<file path="src/rtl/cond_code_unit.sv">
// Condition-code unit: registers an ALU beat behind a valid/ready handshake, maintains the
// {OF, ZF, SF} condition-code register and evaluates cmovXX/jXX conditions against it.
module cond_code_unit #(
    parameter int unsigned WIDTH = 64
) (
    input  logic             clk,
    input  logic             rst_n,
    input  logic             in_valid,
    output logic             in_ready,
    input  logic [0:WIDTH-1] alu_result,
    input  logic             OF,
    input  logic             ZF,
    input  logic             SF,
    input  logic [3:0]       icode,
    input  logic [3:0]       ifun,
    input  logic             cc_inhibit,
    output logic             out_valid,
    input  logic             out_ready,
    output logic [0:WIDTH-1] out_result,
    output logic             out_cnd,
    output logic             out_ins_err,
    output logic             cc_of,
    output logic             cc_zf,
    output logic             cc_sf
);

    localparam logic [3:0] ICODE_CMOV = 4'd2;
    localparam logic [3:0] ICODE_OPQ  = 4'd6;
    localparam logic [3:0] ICODE_JXX  = 4'd7;

    logic             valid_q, valid_d;
    logic [0:WIDTH-1] result_q, result_d;
    logic             cnd_q, cnd_d;
    logic             err_q, err_d;
    logic             cc_of_q, cc_of_d;
    logic             cc_zf_q, cc_zf_d;
    logic             cc_sf_q, cc_sf_d;

    logic accept;
    logic is_cond_op;
    logic lt;
    logic cond;
    logic bad_fun;

    assign in_ready = !valid_q || out_ready;
    assign accept   = in_valid && in_ready;

    // Conditions use the CC contents before this beat's own update.
    always_comb begin
        lt         = cc_sf_q ^ cc_of_q;
        is_cond_op = (icode == ICODE_CMOV) || (icode == ICODE_JXX);
        cond       = 1'b0;
        bad_fun    = 1'b0;
        case (ifun)
            4'd0:    cond = 1'b1;
            4'd1:    cond = lt || cc_zf_q;
            4'd2:    cond = lt;
            4'd3:    cond = cc_zf_q;
            4'd4:    cond = !cc_zf_q;
            4'd5:    cond = !lt;
            4'd6:    cond = !lt && !cc_zf_q;
            default: bad_fun = 1'b1;
        endcase
        if (!is_cond_op) begin
            cond    = 1'b0;
            bad_fun = 1'b0;
        end
    end

    always_comb begin
        valid_d  = valid_q;
        result_d = result_q;
        cnd_d    = cnd_q;
        err_d    = err_q;
        cc_of_d  = cc_of_q;
        cc_zf_d  = cc_zf_q;
        cc_sf_d  = cc_sf_q;
        if (accept) begin
            valid_d  = 1'b1;
            result_d = alu_result;
            cnd_d    = cond;
            err_d    = bad_fun;
            if (icode == ICODE_OPQ && !cc_inhibit) begin
                cc_of_d = OF;
                cc_zf_d = ZF;
                cc_sf_d = SF;
            end
        end else if (out_ready) begin
            valid_d = 1'b0;
        end
    end

    always_ff @(posedge clk) begin
        if (!rst_n) begin
            valid_q  <= 1'b0;
            result_q <= '0;
            cnd_q    <= 1'b0;
            err_q    <= 1'b0;
            cc_of_q  <= 1'b0;
            cc_zf_q  <= 1'b1;
            cc_sf_q  <= 1'b0;
        end else begin
            valid_q  <= valid_d;
            result_q <= result_d;
            cnd_q    <= cnd_d;
            err_q    <= err_d;
            cc_of_q  <= cc_of_d;
            cc_zf_q  <= cc_zf_d;
            cc_sf_q  <= cc_sf_d;
        end
    end

    assign out_valid   = valid_q;
    assign out_result  = result_q;
    assign out_cnd     = cnd_q;
    assign out_ins_err = err_q;
    assign cc_of       = cc_of_q;
    assign cc_zf       = cc_zf_q;
    assign cc_sf       = cc_sf_q;

endmodule

</file>
<file path="config.mk">
export PLATFORM = sky130hd
export DESIGN_NAME = cond_code_unit
export DESIGN_NICKNAME = d
export VERILOG_FILES = /design/src/rtl/cond_code_unit.sv
export SDC_FILE = /design/constraint.sdc
export NUM_CORES = 1
export LEC_CHECK = 0
export ABC_AREA = 0
export BUFFER_PORTS_ARGS = -buffer_cell sky130_fd_sc_hd__buf_2
export CAP_MARGIN = 20
export CORE_MARGIN = 2
export CORE_UTILIZATION = 47
export CTS_CLUSTER_SIZE = 10
export DETAILED_ROUTE_END_ITERATION = 10
export HOLD_SLACK_MARGIN = 0.03
export PLACE_DENSITY = 0.84
export SETUP_SLACK_MARGIN = 0.1
export SLEW_MARGIN = 15
export SYNTH_ARGS = -nofsm -noshare
export SYNTH_HDL_FRONTEND = slang
export SYNTH_SLANG_ARGS = --single-unit
</file>
<file path="constraint.sdc">
create_clock -name clk -period 2.3 [get_ports clk]
set_clock_uncertainty 0.05 [all_clocks]
set_input_delay 0.46 -clock clk [delete_from_list [all_inputs] [get_ports clk]]
set_output_delay 0.46 -clock clk [all_outputs]
set_load 0.01 [all_outputs]
</file>
== Word level (Yosys, flattened, before mapping) ==
Index checks and enable logic that the tools add are counted.

* Flip-flop bits (word level): 70
* Bits of input ports: 80
* Output and inout port bits: 71
* Word-level logic and storage cells: 37

* Equal/unequal tests: 9
* Mux-type cells: 6
* Bitwise logic cells: 1
* Reduce and logical (&&, ||, !) cells: 14

{| class="wikitable"
|+ Operators by type and width
! operator !! count
|-
| $eq 4x3->1 const B || 5
|-
| $eq 4x2->1 const B || 3
|-
| $pmux 1 s7 || 1
|-
| $reduce_or 7->1 || 1
|-
| $mux 1 || 5
|-
| $eq 4x1->1 const B || 1
|-
| $logic_not 1->1 || 4
|-
| $logic_not 4->1 || 1
|-
| $logic_and 1x1->1 || 3
|-
| $logic_or 1x1->1 || 3
|-
| $reduce_and 2->1 || 1
|-
| $reduce_bool 2->1 || 1
|-
| $xor 1x1->1 || 1
|}

== Longest topological paths before layout ==
Gate-level depths: netlist of run 1.

* Word-level depth: 5
* Mapped depth: 6
* Gate-level depth less buffers: 4

== Worst setup path before layout of run 1 ==
Ideal clock, no wire load.

* Path kind: input to register
* Start point: input port out_ready
* End point: register result_q (netlist bit out_result[29])
* Data arrival time: 1168 ps
* Required time: 2134 ps
* Slack: 965 ps
* Cell stages on the path: 6
* Path buffers: 2
* Cells stage by stage: nand2b_4 > and2_1 > buf_4 > buf_6 > nand2_1 > a21boi_1

* Longest elaborated chain between the ends: 2

{| class="wikitable"
|+ Ends and longest elaborated chain
! item !! RTL line !! RTL
|-
| start, declared || 18 || <nowiki>input logic out_ready,</nowiki>
|-
| $logic_or 1x1->1 || 45 || <nowiki>assign in_ready = !valid_q || out_ready;</nowiki>
|-
| $logic_and 1x1->1 || 46 || <nowiki>assign accept = in_valid && in_ready;</nowiki>
|-
| end signal, assigned || 104 || <nowiki>result_q <= result_d;</nowiki>
|-
| end, declared || 32 || <nowiki>logic [0:WIDTH-1] result_q, result_d;</nowiki>
|}

No other way between the ends.
A chain may end at the register's enable or synchronous reset.

== Worst setup path in the final report of run 1 ==
* Start point: register valid_q, in the netlist out_valid
* End point: output port in_ready

* Longest elaborated chain between the ends: 2

{| class="wikitable"
|+ Ends and longest elaborated chain
! item !! RTL line !! RTL
|-
| start, declared || 31 || <nowiki>logic valid_q, valid_d;</nowiki>
|-
| start signal, assigned || 103 || <nowiki>valid_q <= valid_d;</nowiki>
|-
| $logic_not 1->1 || 45 ||
|-
| $logic_or 1x1->1 || 45 ||
|-
| end, declared || 9 || <nowiki>output logic in_ready,</nowiki>
|}

No other way between the ends.

==> out/results.ini, run 1 <==
[timing]
setup_viol = 0
fin_setup_tns_ns = 0
period_share = 0.632
fin_crit_ns = 1.45
hold_viol_final = 0
timing.final.ws_setup_ns = 0.846
fmax_mhz = 688
tightest_slew_ns = 0.392
drv_slew = 0
relSlewSlack = 0.739
rsz0062_at_grt = false

[grt]
grt-ovfl-total = 0
grt_pass1_wl_mm = 10.2
grt_max_degree = 67
grt_use_total = 0.203
grt_pass1_vias = 2423
antenna_found_initial = 0

[clocking]
cts_setup_buffers = 0
cts.repair.resized = 0
clk_latency_ns = 0.34
cts_sinks = 70
clk_pin_slew_ns = 0.07
hold_buffers = 0
cts_tree = built
cts_buffer_depth = 2
root_buffer = clkbuf_8
cts_made_buffers = 9
cts.htree.levels = 3

[route]
vias = 2586
firstDrtPassIters = 5
via_per_inst = 4.82
totalWireLength_mm = 6.44
drtAntennaViolNets = 0
drc_errors = 0
wl_per_cell_um = 12.0
dr.first_iter.drc_count = 57

[place]
io_buffers = 150
dpl.hpwl_mm = 4.62
dpl_cell_area_um2 = 3480
dpl_worst_slack_ns = 0.770
place_congestion = 0.784

[logic_synthesis]
synth_compound_area_frac = 0.197
synthDistinctLibCells = 25
yosysWarnings = 0
ys_seq_area_frac = 0.515
synth_fa_ha_area_frac = 0
synth.net_count = 395
synth_top_family_by_area = simple AND/OR/NAND/NOR gates
ys_ff_latch = 70
synthMuxAreaShare = 0.0147
synth-simple-area-share = 0.214
synth-xor-area-share = 0.00644
syn_avg_cell_area_um2 = 8.64
synth_area_um2 = 2720
syn_inst = 315

[final_layout]
layout_commonest_cell = buf_2
drive_gt1_frac = 0.371
final_area_um2 = 3660
final_nets = 540
fillers = 496
most-common-layout-cells = buf_2 (150), nand2_1 (129), dfxtp_1 (70)
area_growth_pct = 34.6
antenna_cells = 0

[critical_path]
critPathBufInv = 1
crit_required_ns = 1.79
worstSetupStartpointType = flip-flop
r2r-start = cc_sf
cp-end-kind = output port
reg2reg_depth = 4
slowest_stage = dfxtp_1
cpPeakStageDelay_ns = 0.37
crit_chain = nand2b_4 -> buf_2
crit_family = flip-flops
crit_type = flip-flop to output port
reg2reg_slack_ns = 0.98
crit_arrival_ns = 0.94
r2r_end = out_cnd
critical_path_peak_fanout = 6

[hold_path]
hp-class = input pin to flip-flop
holdCritStartpoint = ZF
hold_depth = 3
holdPathEnd = cc_zf

[power_and_ir_drop]
p_sw_w = 0.000627
clockPowerShare = 0.355
p_comb_frac = 0.136
p_sw_frac = 0.244
power_density_nw_per_um2 = 703
p_int_w = 0.00195
power.sequential.fraction = 0.509
p_leak_nw = 1.83
peakVddDrop_uv = 423

[die]
core_area_um2 = 5540
initial_core_util = 0.491
die-area_um2 = 6410
dieWidth_um = 80.1
fp-row-count = 27
io_pins = 151
die_y_um = 80.1

[flow_run]
maxCapViolCount = 0

[status]
status = finished clean

-- stage by stage --
| step | power [W] | hold slack (ns) | util | std cells |
|---|---|---|---|---|
| 2_1_floorplan | 0.00153 | 0.429 | - | 315 |
| 3_3_place_gp | 0.00168 | 0.388 | 0.628 | 521 |
| 3_5_place_dp | 0.00169 | 0.392 | 0.628 | 521 |
| 4_1_cts | 0.00261 | 0.274 | 0.661 | 536 |
| 5_1_grt | 0.00269 | 0.290 | 0.661 | 536 |
| 6_report | 0.00258 | 0.282 | 0.661 | 536 |
-- Yosys cell counts, drive strengths merged --
library cell  count  area (um2)
a21boi           65         488
a21oi             1        5.00
a31oi             2        12.5
and2              2        12.5
buf              12         103
clkbuf            9        33.8
dfxtp            70        1400
inv               2        7.51
mux2i             4        40.0
nand2           130         490
nand2b            2        20.0
nand3             2        10.0
nand4             2        12.5
nor2              3        11.3
nor2b             3        18.8
nor3b             1        7.51
o21ai             1        5.00
o2bb2ai           1        8.76
o41ai             1        16.3
xnor2             2        17.5
-- layout make-up --
class	count	area, um2	area share
sequential	70	1400	0.383
tap	72	90.1	0.0246
clock buffer	15	186	0.0509
inverter	2	7.51	0.00205
multi-input combinational	222	1180	0.321
timing repair buffer	155	801	0.219
-- flip-flops by register name, indices dropped and copies added (netlist names) --
name	count
cc_sf	1
cc_zf	1
out_cnd	1
out_ins_err	1
cc_of	1
out_valid	1
out_result	64
-- tightest hold or removal path, delay by kind of cell --
kind / cells / cell delay (ns)
simple gates: 1 / 0.05
buf+inv: 1 / 0.07
mux: 1 / 0.05
-- kinds of logic after synthesis --
group,after synthesis
AO/OA/AOI/OAI,71
flip-flops,70
buffers and inverters,23
XOR/XNOR,2
AND/OR/NAND/NOR,145
multiplexers,4
-- power groups by stage --
stage          registers [W]  clock network (W)  logic [W]
6_report             0.00131           0.000914   0.000350
5_1_grt              0.00132           0.000986   0.000390
4_1_cts              0.00131           0.000941   0.000354
3_5_place_dp         0.00134                  0   0.000353
3_3_place_gp         0.00134                  0   0.000344
2_1_floorplan        0.00137                  0   0.000163
-- per-layer routing --
| metal | up-vias | wire length (um) | track usage |
|---|---|---|---|
| li1 | 1309 | - | - |
| met1 | 1157 | 2690 | 0.220 |
| met2 | 106 | 3020 | 0.352 |
| met3 | 14 | 589 | 0.0719 |
| met4 | 0 | 139 | 0.100 |
| met5 | - | 0 | 0 |
-- worst max path at each step --
stage / slack [ns] / endpoint / from / cells after the start
4_1_cts: 0.83 / in_ready / out_valid / 2
5_1_grt: 0.81 / in_ready / out_valid / 2
2_1_floorplan: 0.97 / out_result[29] / out_ready / 6
6_report: 0.85 / in_ready / out_valid / 2
3_3_place_gp: 0.81 / out_result[28] / out_ready / 6
3_5_place_dp: 0.77 / out_result[12] / out_ready / 6
(Power assumes the default switching activity.)
==> run 2: changes to the inputs <==
--- a/config.mk
+++ b/config.mk
@@ -9,11 +9,11 @@
 export BUFFER_PORTS_ARGS = -buffer_cell sky130_fd_sc_hd__buf_2
 export CAP_MARGIN = 20
 export CORE_MARGIN = 2
-export CORE_UTILIZATION = 47
+export CORE_UTILIZATION = 40
 export CTS_CLUSTER_SIZE = 10
 export DETAILED_ROUTE_END_ITERATION = 10
 export HOLD_SLACK_MARGIN = 0.03
-export PLACE_DENSITY = 0.84
+export PLACE_DENSITY = 0.76
 export SETUP_SLACK_MARGIN = 0.1
 export SLEW_MARGIN = 15
 export SYNTH_ARGS = -nofsm -noshare
==> constraint.sdc (replaced) <==
create_clock -name clk -period 1.2 [get_ports clk]
set_clock_uncertainty 0.05 [all_clocks]
set_input_delay 0.24 -clock clk [delete_from_list [all_inputs] [get_ports clk]]
set_output_delay 0.24 -clock clk [all_outputs]
set_load 0.01 [all_outputs]
==> run 2 against run 1 <==
Net effect:
- the flow now finishes with violations (negative setup slack)
- register-to-register slack got worse by 1.0 ns
- first-iteration DRC count rose by 42%
- sequential share of layout area decreased by 7.0 points
- power is 120% higher
- critical path depth rose by 2
- critical path type is now flip-flop to flip-flop
- largest power group unchanged
- highest routed layer unchanged
==> out/results.ini, run 2 (synthesized netlist as in run 1, its figures left out) <==
[final_layout]
area_growth_pct = 75.9
layout_commonest_cell = nand2_1
largest_reg_flops = 64
final_area_um2 = 4790
finalCoreUtilization = 0.716
fillers = 491
most-common-layout-cells = nand2_1 (99), buf_2 (80), buf_6 (74)
final_cells = 579
drive_gt1_frac = 0.639
antenna_cells = 0
final_nets = 574

[critical_path]
crit_family = flip-flops
cp-end-kind = flip-flop
r2r-start = cc_of
critical_path_peak_fanout = 2
crit_required_ns = 1.39
worstSetupEndpoint = out_cnd
reg2reg_slack_ns = -0.06
reg2reg_depth = 4
r2r_end = out_cnd
crit_chain = xnor2_4 -> mux2i_1 -> nor2_1 -> o41ai_2
worstSetupStartpointType = flip-flop
critPathBufInv = 0
crit_type = flip-flop to flip-flop
slowest_stage = dfxtp_4
cpPeakStageDelay_ns = 0.37
cp-startpoint = cc_of
cp_num_cells = 4
crit_arrival_ns = 1.44

[power_and_ir_drop]
peakVddDrop_uv = 702
p_sw_w = 0.00153
power_density_nw_per_um2 = 1160
p_int_w = 0.00403
p_comb_frac = 0.194
p_leak_nw = 2.21
clockPowerShare = 0.343
p_sw_frac = 0.275
power.sequential.fraction = 0.463

[route]
drc_errors = 0
wl_per_cell_um = 16.7
totalWireLength_mm = 9.69
firstDrtPassIters = 4
dr.first_iter.drc_count = 81
drtAntennaViolNets = 0
via_per_inst = 5.07
vias = 2934

[grt]
grt_max_degree = 34
grt_use_total = 0.205
grt-ovfl-total = 0
met2_usage = 0.347
grt_pass1_vias = 2590
grt_busiest_layer = met2
use_met1 = 0.234
antenna_found_initial = 0
grt_pass1_wl_mm = 11.9
globalRouteMet3Util = 0.0733

[clocking]
cts.htree.levels = 3
cts_made_buffers = 9
cts_buffer_depth = 2
cts_tree = built
clk_latency_ns = 0.34
cts_sinks = 70
hold_buffers = 0
clk_pin_slew_ns = 0.09
root_buffer = clkbuf_8

[die]
dieWidth_um = 86.5
initial_core_util = 0.407
die-area_um2 = 7480
die_y_um = 86.5
core_area_um2 = 6680
fp-row-count = 30
io_pins = 151

[timing]
rsz0062_at_grt = true
period_share = 1.05
fin_setup_tns_ns = -0.149
fin_crit_ns = 1.26
hold_slack_ns = 0.0613
drv_slew = 0
timing.final.ws_setup_ns = -0.0558
hold_viol_final = 0
relSlewSlack = 0.775
fmax_mhz = 796
setup_viol = 5
tightest_slew_ns = 0.334

[place]
dpl.hpwl_mm = 4.70
io_buffers = 150
dpl_cell_area_um2 = 3550
place_inst = 532
place_congestion = 0.728

[status]
violations = negative setup slack
status = finished with violations

[hold_path]
hp-class = input pin to flip-flop

[flow_run]
maxCapViolCount = 0

## run 2: changes by cell type in the layout (fill, tap and decap cells not counted), sizes merged
cell and change:
nand2b +1, inv +2, and2 +5, bufinv +1
clkinv +3, clkbuf -2, buf +24, clkinvlp +1
## run 2: worst min-delay path by stage
| stage | start | to | depth (start not counted) |
|---|---|---|---|
| 2_1_floorplan | ZF | cc_zf | 2 |
| 3_3_place_gp | out_result[62] | out_result[62] | 2 |
| 3_5_place_dp | out_result[5] | out_result[5] | 2 |
| 4_1_cts | ZF | cc_zf | 3 |
| 5_1_grt | alu_result[25] | out_result[25] | 3 |
| 6_report | alu_result[41] | out_result[41] | 3 |
## run 2: per-stage QoR
| step | total power [W] | setup slack, ns |
|---|---|---|
| after floorplan | 0.00295 | 0.0464 |
| after global placement | 0.00324 | -0.215 |
| after detailed placement | 0.00326 | -0.260 |
| after CTS | 0.00531 | -0.0436 |
| after global routing | 0.00580 | -0.0806 |
| final | 0.00557 | -0.0558 |
## run 2: layout make-up
type	instances	area, um2	area share
Clock buffer	9	124	0.0259
Tap cell	80	100	0.0209
Multi-Input combinational cell	228	1410	0.295
Timing Repair Buffer	183	1570	0.329
Sequential cell	70	1500	0.313
Clock inverter	7	71.3	0.0149
Inverter	2	7.51	0.00157
## run 2: power by group through the flow
| stage | combinational, W | clock [W] | sequential [W] |
|---|---|---|---|
| after floorplan | 0.000322 | 0 | 0.00263 |
| after global placement | 0.000679 | 0 | 0.00256 |
| after detailed placement | 0.000696 | 0 | 0.00256 |
| after CTS | 0.000825 | 0.00194 | 0.00255 |
| after global routing | 0.00116 | 0.00205 | 0.00259 |
| final | 0.00108 | 0.00191 | 0.00258 |
## run 2: layer usage
metal | wire, um | vias to the layer above
li1 | - | 1394
met2 | 5000 | 126
met5 | 0 | -
met3 | 648 | 25
met1 | 3850 | 1389
met4 | 192 | 0
## run 2: repair_timing
action	in CTS	in global routing
pin swaps	22	23
cloned	2	10
setup endpoints to repair	131	140
buffers inserted	5	14
endpoints found under the hold margin	0	0
gates resized for setup	113	87
## run 2: worst reg2reg max path: cells and delay by family, from the launching register on
kind / cells / cell delay, ns
xor+xnor: 1 / 0.19
simple gates: 1 / 0.09
mux: 1 / 0.26
compound gates: 1 / 0.20
flops: 1 / 0.37
==> run 3: changes to the inputs <==
--- a/config.mk
+++ b/config.mk
@@ -13,6 +13,7 @@
 export CTS_CLUSTER_SIZE = 10
 export DETAILED_ROUTE_END_ITERATION = 10
 export HOLD_SLACK_MARGIN = 0.03
+export MAX_ROUTING_LAYER = met4
 export PLACE_DENSITY = 0.76
 export SETUP_SLACK_MARGIN = 0.1
 export SLEW_MARGIN = 15
==> run 3 against run 2 <==
Net effect:
- the run still ends with negative setup slack left
- final cell count is 1.9% lower
- sequential share of layout area is 2.1 points higher
- via count is 4.6% lower
- routed wire length is 15% lower
- first-iteration DRC count is 8.6% lower
- largest cell class is now sequential cells
- largest power group unchanged
==> out/results.ini, run 3 (synthesized netlist as in run 1, its figures left out) <==
[die]
fp-row-count = 30
die_y_um = 86.5
dieWidth_um = 86.5
initial_core_util = 0.407
core_area_um2 = 6680
die-area_um2 = 7480
io_pins = 151

[timing]
setup_viol = 7
drv_slew = 0
fin_crit_ns = 1.26
hold_viol_final = 0
relSlewSlack = 0.784
tightest_slew_ns = 0.321
fmax_mhz = 793
rsz0062_at_grt = true
hold_slack_ns = 0.0593
timing.final.ws_setup_ns = -0.0613
period_share = 1.05

[place]
dpl_worst_slack_ns = -0.260
place_congestion = 0.736
io_buffers = 150
dpl.hpwl_mm = 4.70

[final_layout]
fillers = 538
area_growth_pct = 64.7
seq_area_um2 = 1500
antenna_cells = 0
largest_reg_flops = 64
final_nets = 563
multi_input_comb_area_um2 = 1260
drive_gt1_frac = 0.555
layout_commonest_cell = nand2_1
most-common-layout-cells = nand2_1 (129), buf_2 (80), buf_6 (73)
finalCoreUtilization = 0.671

[route]
totalWireLength_mm = 8.25
vias = 2798
firstDrtPassIters = 4
drc_errors = 0
via_per_inst = 4.93
drtAntennaViolNets = 0
wl_per_cell_um = 14.5
dr.first_iter.drc_count = 74

[power_and_ir_drop]
power_density_nw_per_um2 = 1200
p_leak_nw = 2.07
peakVddDrop_uv = 669
finalPower_w = 0.00538

[critical_path]
critical_path_peak_fanout = 2
crit_chain = xnor2_4 -> buf_6 -> nand3_4 -> a31oi_4 -> o41ai_2
crit_required_ns = 1.39
critPathBufInv = 1
crit_arrival_ns = 1.45
cpPeakStageDelay_ns = 0.37
crit_family = compound AO/OA/AOI/OAI gates
cp-end-kind = flip-flop
slowest_stage = dfxtp_4
worstSetupStartpointType = flip-flop
crit_type = flip-flop to flip-flop

[clocking]
cts_made_buffers = 9
clk_latency_ns = 0.34
cts_buffer_depth = 2
cts.htree.levels = 3
clk_pin_slew_ns = 0.07
cts_sinks = 70
cts_tree = built
root_buffer = clkbuf_8

[grt]
grt_pass1_wl_mm = 11.9
antenna_found_initial = 0
grt-ovfl-total = 0
grt_pass1_vias = 2586
grt_use_total = 0.210
grt_max_degree = 34

[status]
violations = negative setup slack
status = finished with violations

[flow_run]
maxCapViolCount = 0

[hold_path]
hp-class = input pin to flip-flop

==> run 3: cell types whose count changed in the layout (fill, tap and decap cells not counted), moves of 2 or more <==
| cell | before | now |
|---|---|---|
| a21boi_0 | 1 | 4 |
| a21boi_1 | 57 | 61 |
| a21boi_2 | 7 | 0 |
| and2_4 | 6 | 4 |
| buf_4 | 21 | 18 |
| clkbuf_16 | 4 | 0 |
| nand2_1 | 99 | 129 |
| nand2_2 | 27 | 0 |
| nand2_4 | 3 | 1 |
==> run 3: worst paths after layout <==
path                            slack [ns]              to  cells past startpoint            from
worst min register to register        0.41  out_result[58]                      2  out_result[58]
worst max register to register       -0.06         out_cnd                      5           cc_of
worst min-delay path                  0.06           cc_zf                      3              ZF
worst max-delay path                 -0.06         out_cnd                      5           cc_of
==> run 3: final cells by class <==
cell class              instances  share of cell area
well taps                      80              0.0223
flip-flops and latches         70               0.334
clock buffers                   9              0.0276
repair buffers                174               0.316
multi-input cells             226               0.282
inverters                       2             0.00168
clock inverters                 7              0.0159
==> run 3: where the power goes <==
part | switching, W | internal (W) | leakage, nW
clock | 0.000928 | 0.000964 | 0.0999
combinational | 0.000410 | 0.000513 | 1.37
sequential | 0.0000946 | 0.00247 | 0.602
==> run 3: what timing repair did <==
action                                  in CTS  in global routing
setup buffers                                5                 11
hold buffers                                 0                  0
gates resized for setup                    113                 38
gates cloned                                 2                  2
endpoints found under the setup margin     131                140
pin swaps                                   22                  5
==> run 3: routing by layer <==
layer,vias to the layer above,part of all wire,GRT usage
met2,119,0.52,0.347
met1,1304,0.40,0.239
met4,0,0.015,0.0753
li1,1362,-,-
met3,13,0.073,0.0676
met5,-,0,-
==> run 3: tightest hold or removal path, cell delays in order <==
cell,delay [ns]
buf_2,0.08
mux2i_1,0.06
nand2_1,0.05
==> run 3: through the flow <==
step / cell area [um2] / cells / TNS, ns
4_1_cts: 4180 / 555 / -0.991
2_1_floorplan: 2750 / 315 / 0
5_1_grt: 4480 / 568 / -1.95
3_3_place_gp: 3550 / 532 / -12.90
6_report: 4480 / 568 / -0.194
3_5_place_dp: 3550 / 532 / -15.10
